### config.mk
export PLATFORM = sky130hd
export DESIGN_NAME = fetch_unit
export DESIGN_NICKNAME = d
export VERILOG_FILES = /design/src/rtl/fetch_unit.sv
export SDC_FILE = /design/constraint.sdc
export NUM_CORES = 1
export LEC_CHECK = 0
export ABC_AREA = 1
export CAP_MARGIN = 20
export CORE_ASPECT_RATIO = 0.5
export CORE_MARGIN = 2
export CORE_UTILIZATION = 43
export DETAILED_ROUTE_END_ITERATION = 8
export GPL_ROUTABILITY_DRIVEN = 0
export GPL_TIMING_DRIVEN = 0
export MAX_ROUTING_LAYER = met4
export PLACE_DENSITY_LB_ADDON = 0.15
export SYNTH_ARGS = -nofsm -noshare
export SYNTH_HDL_FRONTEND = slang
export SYNTH_SLANG_ARGS = --single-unit
### constraint.sdc
create_clock -name clk -period 3.8 [get_ports clk]
set_input_delay 0.38 -clock clk [delete_from_list [all_inputs] [get_ports clk]]
set_output_delay 0.38 -clock clk [all_outputs]
set_load 0.005 [all_outputs]
### src/rtl/fetch_unit.sv
`default_nettype none
// ============================================================================
// Module   : fetch_unit
// Purpose  : Multicycle instruction fetch with one outstanding imem request,
//            held output instruction and PC redirect on consume.
// Revision : 1.0
// ============================================================================
module fetch_unit #(
    parameter logic [31:0] RESET_PC  = 32'h0000_0000,
    parameter logic [31:0] NOP_INSTR = 32'h0000_0013
) (
    input  logic        clk,
    input  logic        rst,
    input  logic        PCSel,
    input  logic [31:0] alu_out,
    input  logic        stall,
    output logic        imem_req,
    output logic [31:0] imem_addr,
    input  logic        imem_ready,
    input  logic        imem_rvalid,
    input  logic [31:0] imem_rdata,
    output logic [31:0] instruct,
    output logic        instr_valid,
    output logic [31:0] pc,
    output logic [31:0] pc_plus4,
    output logic [31:0] retired
);

    typedef enum logic [1:0] {
        REQ  = 2'd0,
        WAIT = 2'd1,
        HOLD = 2'd2
    } state_t;

    state_t      r_state;
    logic [31:0] r_fetch_pc;
    logic [31:0] r_pc;
    logic [31:0] r_instruct;
    logic        r_instr_valid;
    logic [31:0] r_retired;

    logic [31:0] w_redirect_pc;
    logic [31:0] w_seq_pc;

    // Redirect targets are forced word-aligned; sequential fetch wraps mod 2^32.
    assign w_redirect_pc = {alu_out[31:2], 2'b00};
    assign w_seq_pc      = r_fetch_pc + 32'd4;

    always_ff @(posedge clk or posedge rst) begin
        if (rst) begin
            r_state       <= REQ;
            r_fetch_pc    <= RESET_PC;
            r_pc          <= RESET_PC;
            r_instruct    <= NOP_INSTR;
            r_instr_valid <= 1'b0;
            r_retired     <= 32'd0;
        end else begin
            case (r_state)
                REQ: begin
                    if (imem_ready) begin
                        r_state <= WAIT;
                    end
                end
                WAIT: begin
                    if (imem_rvalid) begin
                        r_instruct    <= imem_rdata;
                        r_pc          <= r_fetch_pc;
                        r_instr_valid <= 1'b1;
                        r_state       <= HOLD;
                    end
                end
                HOLD: begin
                    // PCSel/alu_out only matter on the edge the instruction is consumed.
                    if (!stall) begin
                        r_instr_valid <= 1'b0;
                        r_instruct    <= NOP_INSTR;
                        r_retired     <= r_retired + 32'd1;
                        r_fetch_pc    <= PCSel ? w_redirect_pc : w_seq_pc;
                        r_state       <= REQ;
                    end
                end
                default: begin
                    r_state <= REQ;
                end
            endcase
        end
    end

    assign imem_req    = (r_state == REQ);
    assign imem_addr   = r_fetch_pc;
    assign instruct    = r_instruct;
    assign instr_valid = r_instr_valid;
    assign pc          = r_pc;
    assign pc_plus4    = r_pc + 32'd4;
    assign retired     = r_retired;

endmodule
`default_nettype wire

Word level (Yosys, flattened, before mapping)
Index checks and enable logic that the tools add are counted.
Widths: inputs -> output; s select.
{"block": "op_classes", "reduce_logical": 6, "bitwise": 1, "add_sub_neg": 3, "n_eq_ne": 5, "n_mux": 11}
{"operator": "$mux 32", "n": 3}
{"operator": "$add 32x3->32 const B", "n": 2}
{"operator": "$pmux 32 s2", "n": 1}
{"operator": "$add 32x1->32 const B", "n": 1}
{"operator": "$mux 2", "n": 3}
{"operator": "$pmux 2 s3", "n": 1}
{"operator": "$reduce_and 3->1", "n": 2}
{"operator": "$ne 2x2->1 const B", "n": 2}
{"operator": "$reduce_and 2->1", "n": 2}
{"operator": "$eq 2x1->1 const B", "n": 1}
{"operator": "$eq 2x2->1 const B", "n": 1}
{"operator": "$logic_not 2->1", "n": 1}
{"operator": "$mux 1", "n": 2}
{"operator": "$ne 2x1->1 const B", "n": 1}
{"operator": "$pmux 1 s2", "n": 1}
{"operator": "$reduce_bool 2->1", "n": 1}
{"operator": "$not 1->1", "n": 1}
{"block": "totals", "ff_bits": 131, "inputBits": 70, "out_inout_bits": 162, "wordCells": 32}

Longest topological paths before layout
{"block": "depth", "word_depth": 3, "depth_mapped": 11, "ltp_nobuf": 11}

Worst setup path before layout
Ideal clock, no wire load.
{"block": "synth_timing", "path_kind": "register -> output", "start": "register r_pc[2] (netlist: pc[2])", "end": "output port pc_plus4[22]", "t_required_ps": 3420, "arrival_time_ps": 1424, "path_stages_with_launch": 9, "path_slack_ps": 1996, "path_buffers": 0, "cell_sequence": "dfrtp_1 ha_1 nand3_2 nor2_4 nand2_4 nor2_2 nand2_2 nor2_2 xor2_1"}
{"block": "synth_via", "elab_chain_len": 1}
{"item": "start: declaration", "line": "37", "source": "logic [31:0] r_pc;"}
{"item": "start signal: assignment", "line": "67", "source": "r_pc <= r_fetch_pc;"}
{"item": "$add 32x3->32", "line": "94", "source": "assign pc_plus4 = r_pc + 32'd4;"}
{"item": "end: declaration", "line": "25", "source": "output logic [31:0] pc_plus4,"}
No other way between the ends.

Worst setup path after layout
{"block": "layout_timing", "start": "register r_pc[9] (netlist: pc[9])", "end": "output port pc_plus4[27]"}
The elaborated chain is that of the path after synthesis.

==> impl_metrics.ini <==
[flow_run]
drv_cap = 0

[clocking]
cts.sinks = 127
hold_buffers = 0
clockBufferDepth = 2
cts_root_buf = clkbuf_16
clk_pin_slew_ps = 60
cts_max_level = 4
cts_resized = 0
worstSkewPairLatency_ps = 430
post_cts_buffers = 0
cts_buffers = 17
tritoncts = done

[route]
drtAntennaViolNets = 0
drc = 0
vias_per_cell = 5.10
vias = 7595
drt_iter0_markers = 440
firstDrtPassIters = 5
drt-total-wl_um = 23500
wl_per_cell_um = 15.8

[setup_path]
cp-end-kind = output port
r2r_slack_ps = 1850
cp.required_ps = 3420
crit_chain = nand2_1 > nor3_1 > nand2_1 > nor2_1 > nand2_1 > xnor2_1 > clkdlybuf4s50_1
crit_fanout = 6
cp-start-kind = flop
worstPathArrival_ps = 2570
criticalPathCategory = reg2out
slowest_delay_ps = 520
r2r_end = imem_addr[18]$_DFFE_PP0P_
path_common_cell = nand2_1
cp_slowest_cell = clkdlybuf4s50_1
r2r_start = imem_addr[3]$_DFFE_PP0P_
reg2regPathDepth = 10

[yosys]
seq_area_frac_synth_pct = 43.8
synthesis.area_um2 = 7270
synth_area_leaders = dfrtp_1, nand2_1, nor2_1
yosys.area.top_type = dfrtp_1
syn_inst = 1001
ys_ff_latch = 127
synth.avg_cell_area_um2 = 7.26
yosysWarnings = 0
yosysTopAreaCellShare_pct = 42.7
synthDistinctLibCells = 37

[power_and_ir_drop]
max-vdd-ir-drop_uv = 364
switching_share_pct = 36.4
p_leak_uw = 0.00474
clkPwrFrac_pct = 23.9
pwr-share-comb_pct = 41.6
p_int_uw = 4730
seqPwrFrac_pct = 34.5
power_density_nw_per_um2 = 710
p_sw_uw = 2700
power_uw = 7430

[timing]
setup_ws_ps = 855
finalHoldViolCount = 0
worstMarginPinSlew_ps = 633
whs_ps = 372
relSlewSlack_pct = 57.8
slew_viol_final = 0
post-route-period-util_pct = 77.5
rsz0062_at_grt = false
clock_skew_ps = 8.29
fmax_ghz = 0.340
post-route-min-period_ps = 2950
setup_viol = 0

[grt]
antenna_found_initial = 1
grt_overflow_total = 0
grt_max_degree = 78
grt_pass1_wl_um = 37800
grtUsageTotal_pct = 27.9
grt_pass1_vias = 7377

[floorplan]
start_util_pct = 44.1
io_pins = 232
fp.dieW_um = 188
rows = 33
dieArea_um2 = 18000
die_h_um = 95.9
core_area_um2 = 16500

[layout]
instances_no_fill = 1488
layout.nets = 1321
drive_above_1_share_pct = 6.75
areaGrowthSynthToFinish_pct = 44.0

[placement]
port_buffers = 222
dp_cells = 1456
pre_cts_slack_ps = 1290
hpwl_um = 17800

[run_status]
run_status = complete, no violations

[hold_path]
hold_path_class = in2async
[layer usage]
layer	GRT usage (%)	part of all wire [%]
met1	32.2	41
met2	47.6	48
met3	6.42	7.6
met4	12.6	3.4
met5	-	0
[layout by cell type, fill, tap and decap left out, drive strengths merged, types with 4 or more instances in the layout]
cell | synthesis | final
nor2 | 147 | 147
a21oi | 16 | 16
clkbuf | 11 | 30
nand3 | 53 | 53
buf | 23 | 24
o21ai | 65 | 65
bufinv | 0 | 4
nor3 | 14 | 14
xnor2 | 21 | 21
nand2 | 347 | 347
clkdlybuf4s50 | 0 | 222
nand3b | 8 | 8
nand4 | 5 | 5
conb | 1 | 6
dfrtp | 124 | 124
inv | 97 | 99
xor2 | 24 | 24
a22o | 29 | 29
[sequential cells by signal, indices dropped and copies added (netlist names)]
register,flops
imem_addr,30
instr_valid,1
instruct,32
pc,30
r_state,2
retired,32
[synth_stat cells]
master    count
dfstp_2       3
buf_2        14
o22a_1        3
nand3_2       2
xor2_1       24
a22o_1       29
buf_1         2
nor2_4        4
nor3_2        1
inv_2         4
a211oi_1      1
or2_2         1
o22ai_1       1
o21a_1        1
dfrtp_1     124
clkbuf_1     11
nand3_1      51
buf_4         6
nand4_1       5
nor2_2       11
o21ai_0      62
nor3b_1       1
nand2_4       2
o31ai_1       1
o21ai_1       3
inv_1        93
nor3_1       13
nand2_1     342
and2_1        1
buf_6         1
nand2_2       3
a21oi_1      16
ha_1          3
xnor2_1      21
conb_1        1
nand3b_1      8
nor2_1      132
[power by group through the flow]
| stage | Combinational [uW] | Sequential (uW) | Clock, uW |
|---|---|---|---|
| 3_3_place_gp | 3030 | 2540 | 0 |
| 6_report | 3090 | 2560 | 1780 |
| 5_1_grt | 3400 | 2630 | 1850 |
| 3_5_place_dp | 3090 | 2560 | 0 |
| 2_1_floorplan | 1260 | 2420 | 0 |
| 4_1_cts | 3120 | 2550 | 1790 |
[worst max-delay path by stage]
stage                                 start                         to  slack, ps  depth (start not counted)
after global placement                  rst   instruct[11]$_DFFE_PP0P_      -1740                          2
after detailed placement  pc[2]$_DFFE_PP0P_               pc_plus4[28]       1290                          7
after floorplan                         rst  imem_addr[10]$_DFFE_PP0P_         40                          1
after CTS                 pc[2]$_DFFE_PP0P_               pc_plus4[28]        820                          7
after global routing      pc[9]$_DFFE_PP0P_               pc_plus4[27]        610                          7
final                     pc[9]$_DFFE_PP0P_               pc_plus4[27]        850                          7
[cells by family (layout without fill, tap and decap cells)]
kind of cell | Yosys count | in the layout | share of synthesized area [%]
buffers and inverters | 131 | 385 | 7.42
other | 1 | 7 | 0.0516
XOR/XNOR | 45 | 45 | 5.42
adder cells (fa/ha/maj) | 3 | 3 | 0.517
AND/OR/NAND/NOR | 577 | 577 | 33.0
AO/OA/AOI/OAI | 117 | 117 | 9.83
flip-flops | 127 | 127 | 43.8
[worst max-delay path, delay by kind of cell, from the launching register on]
kind / cells / cell delay [ps]
AND/OR/NAND/NOR: 5 / 1000
buffers and inverters: 1 / 520
XOR/XNOR: 1 / 140
flip-flops: 1 / 470
[stage by stage]
step	TNS (ps)	area, um2	util, %
2_1_floorplan	0	7290	-
3_3_place_gp	-215110	9790	59.4
3_5_place_dp	0	9820	59.6
4_1_cts	0	10500	63.5
5_1_grt	0	10500	63.5
6_report	0	10500	63.5
[cell type report]
class	instances	area (um2)
Antenna cell	1	2.50
Buffer	34	175
Clock buffer	19	453
Clock inverter	12	183
Fill cell	1441	6010
Inverter	97	369
Multi-Input combinational cell	748	3560
Sequential cell	127	3180
Tap cell	227	284
Timing Repair Buffer	223	2250
No activity file was read; power rests on OpenSTA's default activity.
